**config.mk**
```make
export PLATFORM = sky130hd
export DESIGN_NAME = max_exec
export DESIGN_NICKNAME = d
export VERILOG_FILES = /design/src/rtl/max_exec.sv
export SDC_FILE = /design/constraint.sdc
export NUM_CORES = 1
export LEC_CHECK = 0
export CORE_MARGIN = 2
export CORE_UTILIZATION = 65
export CTS_CLUSTER_DIAMETER = 80
export DETAILED_ROUTE_END_ITERATION = 12
export PLACE_DENSITY_LB_ADDON = 0.1
export SLEW_MARGIN = 20
export SYNTH_ARGS = -nofsm -noshare
export SYNTH_HDL_FRONTEND = slang
export SYNTH_SLANG_ARGS = --single-unit
```
**constraint.sdc**
```tcl
create_clock -name clk -period 4.2 [get_ports clk]
set_input_delay 0.84 -clock clk [delete_from_list [all_inputs] [get_ports clk]]
set_output_delay 0.84 -clock clk [all_outputs]
set_load 0.005 [all_outputs]
```
**src/rtl/max_exec.sv**
```systemverilog
// Execution/writeback stage for max commands: one-cycle signed max, in-order result FIFO, credit-based issue.
// Optional MAX_EXEC_RELU_EN: clamps negative results to zero (fused ReLU).
module max_exec #(
    parameter int unsigned DATA_W = 16,
    parameter int unsigned ADDR_W = 8,
    parameter int unsigned DEPTH  = 32,
    parameter int unsigned CNT_W  = 8
) (
    input  logic              clk,
    input  logic              rst,
    input  logic              issue_valid,
    output logic              issue_ready,
    input  logic [DATA_W-1:0] issue_a,
    input  logic [DATA_W-1:0] issue_b,
    input  logic [ADDR_W-1:0] issue_dst,
    output logic              wb_valid,
    input  logic              wb_ready,
    output logic [ADDR_W-1:0] wb_addr,
    output logic [DATA_W-1:0] wb_data,
    output logic              busy,
    output logic [CNT_W-1:0]  done_cnt
);

    localparam int unsigned PTR_W = $clog2(DEPTH);
    localparam int unsigned OCC_W = PTR_W + 1;

    typedef struct packed {
        logic [ADDR_W-1:0] addr;
        logic [DATA_W-1:0] data;
    } wb_ent_t;

    logic              s1_valid_q, s1_valid_d;
    wb_ent_t           s1_q, s1_d;
    wb_ent_t           mem_q [DEPTH];
    logic [PTR_W-1:0]  wr_ptr_q, wr_ptr_d;
    logic [PTR_W-1:0]  rd_ptr_q, rd_ptr_d;
    logic [OCC_W-1:0]  count_q, count_d;
    logic [OCC_W-1:0]  occ_d;
    logic [CNT_W-1:0]  done_q, done_d;
    wb_ent_t           last_q, last_d;
    logic              ready_q, ready_d;
    logic              wb_valid_q, wb_valid_d;
    logic              busy_q, busy_d;

    logic              accept;
    logic              push;
    logic              pop;
    logic [DATA_W-1:0] max_val;
    wb_ent_t           head;

    assign head = mem_q[rd_ptr_q];

    // Signed compare; on a tie operand a wins.
    always_comb begin
        max_val = ($signed(issue_a) >= $signed(issue_b)) ? issue_a : issue_b;
`ifdef MAX_EXEC_RELU_EN
        if (max_val[DATA_W-1]) begin
            max_val = '0;
        end
`endif
    end

    // Next-state: stage 1, FIFO pointers, occupancy-derived status.
    always_comb begin
        accept     = issue_valid && ready_q;
        push       = s1_valid_q;
        pop        = wb_valid_q && wb_ready;

        s1_valid_d = accept;
        s1_d       = s1_q;
        if (accept) begin
            s1_d = '{addr: issue_dst, data: max_val};
        end

        wr_ptr_d   = wr_ptr_q + PTR_W'(push);
        rd_ptr_d   = rd_ptr_q + PTR_W'(pop);
        count_d    = count_q + OCC_W'(push) - OCC_W'(pop);
        done_d     = done_q + CNT_W'(pop);
        last_d     = pop ? head : last_q;

        // Credits cover both the stage-1 slot and the FIFO, so an accepted command always has a home.
        occ_d      = count_d + OCC_W'(s1_valid_d);
        ready_d    = (occ_d < OCC_W'(DEPTH));
        busy_d     = (occ_d != '0);
        wb_valid_d = (count_d != '0);
    end

    always_ff @(posedge clk or posedge rst) begin
        if (rst) begin
            s1_valid_q <= 1'b0;
            s1_q       <= '0;
            wr_ptr_q   <= '0;
            rd_ptr_q   <= '0;
            count_q    <= '0;
            done_q     <= '0;
            last_q     <= '0;
            ready_q    <= 1'b1;
            wb_valid_q <= 1'b0;
            busy_q     <= 1'b0;
        end else begin
            s1_valid_q <= s1_valid_d;
            s1_q       <= s1_d;
            wr_ptr_q   <= wr_ptr_d;
            rd_ptr_q   <= rd_ptr_d;
            count_q    <= count_d;
            done_q     <= done_d;
            last_q     <= last_d;
            ready_q    <= ready_d;
            wb_valid_q <= wb_valid_d;
            busy_q     <= busy_d;
        end
    end

    // Storage needs no reset: a slot is only read after it has been written.
    always_ff @(posedge clk) begin
        if (push) begin
            mem_q[wr_ptr_q] <= s1_q;
        end
    end

    assign issue_ready = ready_q;
    assign wb_valid    = wb_valid_q;
    assign wb_addr     = wb_valid_q ? head.addr : last_q.addr;
    assign wb_data     = wb_valid_q ? head.data : last_q.data;
    assign busy        = busy_q;
    assign done_cnt    = done_q;

endmodule
```
# == After elaboration in Yosys (flattened, before gate mapping) ==
# Memories as Yosys holds them, arrays and structs flattened.
# Index checks and enable logic that the tools add are counted.
# classes
add_sub_neg,6
muxes,5
magnitude_cmp,2
n_reduce_logical,4
# ops
operator,n
two-way mux 16 bit,2
greater-or-equal comparator 16 bit,1
adder 6 x 1 -> 6 bit,2
nonzero test 6 bit,2
adder 5 x 1 -> 5 bit,2
adder 8 x 1 -> 8 bit,1
two-way mux 8 bit,1
< comparator 6 bit (second input constant),1
subtractor 6 x 1 -> 6 bit,1
logical AND 1 bit,2
two-way mux 1 bit,2
# totals
mem_count,1
mem_bits_rw,768
out_inout_bits,35
ff_bits,76
in_bits,44
# mem_list
memory,depth,word_bits,read_ports,rd_ports_with_merged_regs,wr,line_no,rtl
mem_q,32,24,1,0,1,34,wb_ent_t mem_q [DEPTH];

# == Longest topological paths before layout ==
# Gate-level depths: netlist (run 1).
# logic_depth
ltp_word,4
depth_mapped,14
ltp_nobuf,12

# == Least setup slack after synthesis (run 1) ==
# Ideal clock, no wire load.
# synth_timing
kind,in2reg
from,input port wb_ready
to,"register busy_q, in the netlist busy"
slack_ps,1196
stages,13
setup_time_ps,136
path_buffers,1
required_time_ps,4064
t_arrival_ps,2867
cell_sequence,nand2_1 > clkbuf_1 > nand2_1 > nand2_1 > ha_1 > inv_1 > fa_1 > nor2b_1 > o21a_1 > o21ai_0 > and2_1 > nor4_1 > o211ai_1
# synth_via
elab_chain_cells,4
# synth_rtl
item,line_no,rtl
"start, declared",17,"input logic wb_ready,"
logical AND 1 bit,67,pop = wb_valid_q && wb_ready;
subtractor 6 x 1 -> 6 bit,77,count_d = count_q + OCC_W'(push) - OCC_W'(pop);
named net count_d[4],37,"logic [OCC_W-1:0] count_q, count_d;"
adder 6 x 1 -> 6 bit,82,occ_d = count_d + OCC_W'(s1_valid_d);
nonzero test 6 bit,84,busy_d = (occ_d != '0);
named net busy_d,43,"logic busy_q, busy_d;"
"end signal, assigned",110,busy_q <= busy_d;
"end, declared",43,
# The timed path passes the listed nets, and every way through them passes these cells.
# A chain may end at the register's enable or synchronous reset.

# == Worst setup path in the final report (run 1) ==
# layout_timing
from,register rd_ptr_q[0]
to,output port wb_data[12]
# layout_via
elab_chain_cells,2
# layout_rtl
item,line_no,rtl
"start, declared",36,"logic [PTR_W-1:0] rd_ptr_q, rd_ptr_d;"
"start signal, assigned",104,rd_ptr_q <= rd_ptr_d;
memory read (32 x 24 bit),-,
two-way mux 16 bit,124,assign wb_data = wb_valid_q ? head.data : last_q.data;
"end, declared",19,"output logic [DATA_W-1:0] wb_data,"
# No other way between the ends.

==> results.cfg, run 1 <==
[timing]
hold_viol_final = 0
slew_headroom_pct = 8.44
fin_skew_ns = 0.0257
finalSetupViolations = 1
finalMaxSlewViolations = 0
hold_slack_ns = 0.483
period_share_pct = 100
setup_ws_ns = -0.0104
finalCriticalPeriod_ns = 4.21
rsz0062_at_grt = true
max_freq_mhz = 238
tns_ns = -0.0104
worst_pin_slew_ns = 1.37

[power_and_ir_drop]
power-per-cell-area_nw_per_um2 = 742
peakVddDrop_uv = 763
leakage_uw = 0.0129

[drt]
met1_length_um = 30100
routed_via_density = 6.88
vias = 17200
dr.first_iter.drc_count = 2336
wl_um = 86000
routed.top_layer = met4
wl_per_cell_um = 34.4
dr.pass1.iters = 5
met2_length_um = 43700
drtAntennaViolNets = 0
drc = 0
wl_met3_um = 8390

[critical_path]
crit_arrival_ns = 3.37
slowest_stage = mux4_2
cp-end-kind = output port
crit_path_max_incr_delay_ns = 0.53
crit_chain = buf_12, buf_12, buf_4, mux4_2, mux4_2, mux2i_4, a21oi_2, clkdlybuf4s50_1
path_class = reg2out
critPathMaxFanout = 5
startpoint_type = register
crit_required_ns = 3.36

[synthesis]
synth_top_area_cell = edfxtp_1
synth_area_um2 = 33100
syn_inst = 1568
synth_edf_count = 768
yosysUniqueCellTypes = 44
synthArstFlopShare_pct = 9.00
yosysSeqAreaShare_pct = 75.3
ys_ff_latch = 844
syn_area_per_cell_um2 = 21.1
synth_area_leaders = edfxtp_1, mux4_2, dfrtp_1
ys.flop_type = edfxtp_1
ys_warn_count = 0
syn_nets = 1640
yosysTopAreaCellShare_pct = 69.6

[die]
die-height_um = 230
core-area_um2 = 50300
io_pins = 79
num_rows = 82
initial_core_util_pct = 65.9
die_w_um = 230
dieArea_um2 = 52800

[place]
place_congestion = 0.823
post-dp-hpwl_um = 44500
dp_cells = 2305
port_buffers = 78

[global_routing]
track_usage_pct = 32.6
grt_max_degree = 63
grt_pass1_wl_um = 120000
antenna_found_initial = 0
grt_pass1_vias = 17300
overflow = 0

[min_path]
hold_path_class = reg2reg

[layout]
nets = 1834
post-route-util_pct = 77.3
fillers = 2588
instances_no_fill = 2502
diodes = 0
syn_to_final_growth_pct = 17.3
drive_gt1_share_pct = 29.9

[status]
violations = negative setup slack
status = complete, but fails checks

[clocking]
cts_buffer_depth = 3
clk_latency_ns = 0.63
root_buffer = clkbuf_16
path_clk_slew_ns = 0.06
cts_tree = built
htree_levels = 3
cts_buffers = 82
clock-sinks = 844

[flow_run]
cap_violations = 0
-- cells in the mapped netlist, drive strengths merged, types with 3 or more instances --
cell,n
edfxtp,768
mux4,240
nor2,77
dfrtp,75
nand2,58
clkbuf,51
a21oi,49
buf,30
inv,29
o21ai,29
ha,27
nand3,27
mux2i,24
a41oi,17
xnor2,13
nand4,6
nand3b,5
xor2,5
and3,4
and2,3
nor2b,3
nor3,3
or3b,3
-- sequential cells by signal, indices dropped and copies added, names as in the netlist, 5 cells and up --
name and flops:
mem_q 768, last_q 24, s1_q 24, done_cnt 8
count_q 6, rd_ptr_q 5, wr_ptr_q 5
-- area by class of cell --
cell class	count	area, um^2	area share, %
Multi-Input combinational cell	614	8120	20.9
Timing Repair Buffer	191	2130	5.49
Clock buffer	119	2360	6.08
Tap cell	672	841	2.16
Sequential cell	844	25000	64.3
Clock inverter	33	325	0.837
Inverter	29	111	0.286
-- where the power goes --
part / leakage, uW / internal (uW) / switching [uW] / total [uW]
clock: 0.00132 / 4290 / 3090 / 7380
combinational: 0.00383 / 4790 / 4260 / 9040
sequential: 0.00779 / 10900 / 1500 / 12400
total: 0.0129 / 20000 / 8850 / 28900
-- per-stage QoR --
step | power, uW | worst slack [ns] | area [um^2]
2_1_floorplan | 17000 | 1.20 | 33100
3_3_place_gp | 20000 | 0.373 | 35300
3_5_place_dp | 20300 | 0.303 | 35300
4_1_cts | 28000 | -0.152 | 38300
5_1_grt | 29900 | -0.0720 | 38900
6_report | 28900 | -0.0104 | 38900
-- worst max-delay path, delay by kind of cell, from the launching register on --
family                 cells  cell delay [ns]
buffers and inverters      4             0.92
multiplexers               3             1.19
AO/OA/AOI/OAI              1             0.14
flip-flops                 1             0.51
-- worst paths after layout --
check	startpoint	endpoint	slack [ns]	depth (start not counted)
worst max-delay path	rd_ptr_q[0]	wb_data[12]	-0.01	8
worst min-delay path	done_cnt[7]	done_cnt[7]	0.48	1
worst max register to register	wb_valid	busy	1.28	11
worst min register to register	done_cnt[7]	done_cnt[7]	0.48	1
max in group asynchronous	rst	last_q[1]	2.65	3
min in group asynchronous	rst	wr_ptr_q[3]	0.78	2
-- repair_timing --
| action | in CTS | in global routing |
|---|---|---|
| gates resized for setup | 28 | 47 |
| hold buffers | 0 | 0 |
| cloned | 3 | 9 |
| setup buffers | 8 | 25 |
| setup endpoints to repair | 24 | 21 |
-- cells in the final DEF, fill, tap and decap left out, types with 7 or more instances in the layout --
cell / synthesis / final
nor2_1: 77 / 45
buf_4: 11 / 84
mux4_2: 240 / 240
a21oi_1: 49 / 48
nand2_1: 58 / 57
nor2_4: 0 / 32
clkbuf_16: 0 / 94
buf_16: 0 / 9
edfxtp_1: 768 / 768
a41oi_1: 17 / 17
mux2i_2: 0 / 9
ha_1: 27 / 27
xnor2_1: 13 / 13
inv_1: 28 / 27
dfrtp_1: 75 / 68
dlymetal6s2s_1: 0 / 16
o21ai_1: 24 / 24
clkinv_2: 0 / 14
clkbuf_8: 0 / 11
mux2i_4: 0 / 13
clkbuf_1: 51 / 23
clkinv_1: 0 / 7
clkdlybuf4s50_1: 0 / 55
buf_12: 0 / 9
nand3_1: 27 / 27
-- logic make-up (layout without fill, tap and decap cells) --
| kind of cell | after synthesis | after routing | synth area share [%] |
|---|---|---|---|
| xor+xnor | 18 | 18 | 0.476 |
| flops | 844 | 844 | 75.3 |
| mux | 264 | 264 | 17.0 |
| simple gates | 197 | 197 | 2.66 |
| compound gates | 107 | 107 | 1.92 |
| fa+ha+maj | 28 | 28 | 1.08 |
| buf+inv | 110 | 372 | 1.51 |
-- metal layers --
| metal | vias up | track usage (%) |
|---|---|---|
| li1 | 6879 | - |
| met1 | 8999 | 44.5 |
| met2 | 1108 | 54.3 |
| met3 | 218 | 5.65 |
| met4 | 0 | 11.8 |
| met5 | - | 0 |
Note: power is estimated with default switching activity, not from simulation.
==> run 2: changes to the inputs <==
TNS_END_PERCENT = 20   (was unset)
==> run 2 against run 1 <==
The flow still finishes with violations (negative setup slack). Largest power group unchanged. Clock power hardly changed. Non-clock buffer count is 28 lower. Total power is 1.4% lower. Final cell count is 1.1% lower. First-iteration DRC count is 5.6% lower. Global-route usage hardly changed. Cell area is 0.86% lower. Routed wire length is 1.6% lower. Clock skew is 0.0028 ns lower.
==> results.cfg, run 2 (synthesized netlist as in run 1, its figures left out) <==
[timing]
finalMaxSlewViolations = 0
setup_ws_ns = -0.103
period_share_pct = 102
fin_skew_ns = 0.0230
rsz0062_at_grt = true
finalCriticalPeriod_ns = 4.30
finalSetupViolations = 3
tns_ns = -0.207
max_freq_mhz = 232
slew_headroom_pct = 9.71
hold_viol_final = 0
worst_pin_slew_ns = 1.35

[layout]
post-route-util_pct = 76.7
regMostFlops = mem_q
syn_to_final_growth_pct = 16.3
drive_gt1_share_pct = 28.7
largest_reg_flops = 768
nets = 1806
top_regs = mem_q x768, last_q x24, s1_q x24
diodes = 0
final_common_cell = edfxtp_1
final_cell_mix = edfxtp_1, mux4_2, clkbuf_16

[critical_path]
path_class = reg2out
crit_required_ns = 3.36
startpoint_type = register
crit_top_cell = mux4_2
cp_top_family = multiplexers
cp-end-kind = output port
critical_path_buf_inv_count = 4
crit_arrival_ns = 3.46
crit_chain = buf_12, buf_16, bufbuf_16, mux4_2, mux4_2, mux2i_4, a21oi_1, clkdlybuf4s50_1
crit_path_max_incr_delay_ns = 0.52
critPathMaxFanout = 9
slowest_stage = dfrtp_4

[die]
num_rows = 82
core-area_um2 = 50300
die-height_um = 230
die_w_um = 230
initial_core_util_pct = 65.9
dieArea_um2 = 52800
io_pins = 79

[global_routing]
overflow = 0
grt_max_degree = 63
grt_pass1_vias = 17300
antenna_found_initial = 0
grt_pass1_wl_um = 120000
track_usage_pct = 32.6

[clocking]
root_buffer = clkbuf_16
cts_tree = built
cts_buffers = 82
clock-sinks = 844
htree_levels = 3
cts_buffer_depth = 3
clk_latency_ns = 0.64
path_clk_slew_ns = 0.06

[drt]
routed_via_density = 6.88
drtAntennaViolNets = 0
wl_per_cell_um = 34.2
dr.pass1.iters = 5
wl_um = 84700
vias = 17000
drc = 0
dr.first_iter.drc_count = 2205

[status]
status = complete, but fails checks
violations = negative setup slack

[min_path]
hold_path_class = reg2reg

[flow_run]
cap_violations = 0

[power_and_ir_drop]
power-per-cell-area_nw_per_um2 = 738
fin_total_pwr_uw = 28500
leakage_uw = 0.0127
peakVddDrop_uv = 796

[place]
port_buffers = 78
post-dp-hpwl_um = 44500
pre_cts_ws_ns = 0.303
place_congestion = 0.823
[run 2: final timing paths]
check / from / end / slack, ns / cells past startpoint
worst max-delay path: rd_ptr_q[0] / wb_addr[7] / -0.10 / 8
worst min register to register: done_cnt[7] / done_cnt[7] / 0.48 / 1
min in group asynchronous: rst / wr_ptr_q[3] / 0.78 / 2
worst max register to register: wb_valid / busy / 1.27 / 11
worst min-delay path: done_cnt[7] / done_cnt[7] / 0.48 / 1
max in group asynchronous: rst / last_q[1] / 2.64 / 3
[run 2: area by class of cell]
class / count / area, um^2
well taps: 672 / 841
multi-input cells: 614 / 8120
inverters: 29 / 111
clock inverters: 33 / 325
fillers: 2609 / 11700
clock buffers: 119 / 2360
flip-flops and latches: 844 / 25000
repair buffers: 163 / 1810
[run 2: metrics by stage]
step	hold WS, ns	std cells	cell area (um^2)
global route	0.509	2474	38500
floorplan	0.456	1568	33100
CTS	0.490	2468	38300
global placement	0.462	2305	35300
detailed placement	0.471	2305	35300
finish	0.484	2474	38500
[run 2: metal layers]
metal	track usage, %	up-vias	part of all wire [%]
met2	54.2	1104	50
li1	-	6808	-
met5	0	-	0
met1	44.4	8862	35
met4	11.8	0	4.7
met3	5.88	244	9.8
[run 2: power breakdown]
group | internal (uW) | switching (uW)
registers | 10900 | 1490
clock network | 4290 | 3120
logic | 4510 | 4120
[run 2: repair_timing]
action                     4_1_cts  5_1_grt
setup buffers                    8        3
setup endpoints to repair       24       22
pin swaps                        0        0
gates resized for setup         27       40
hold buffers                     0        0
cloned                           3        3
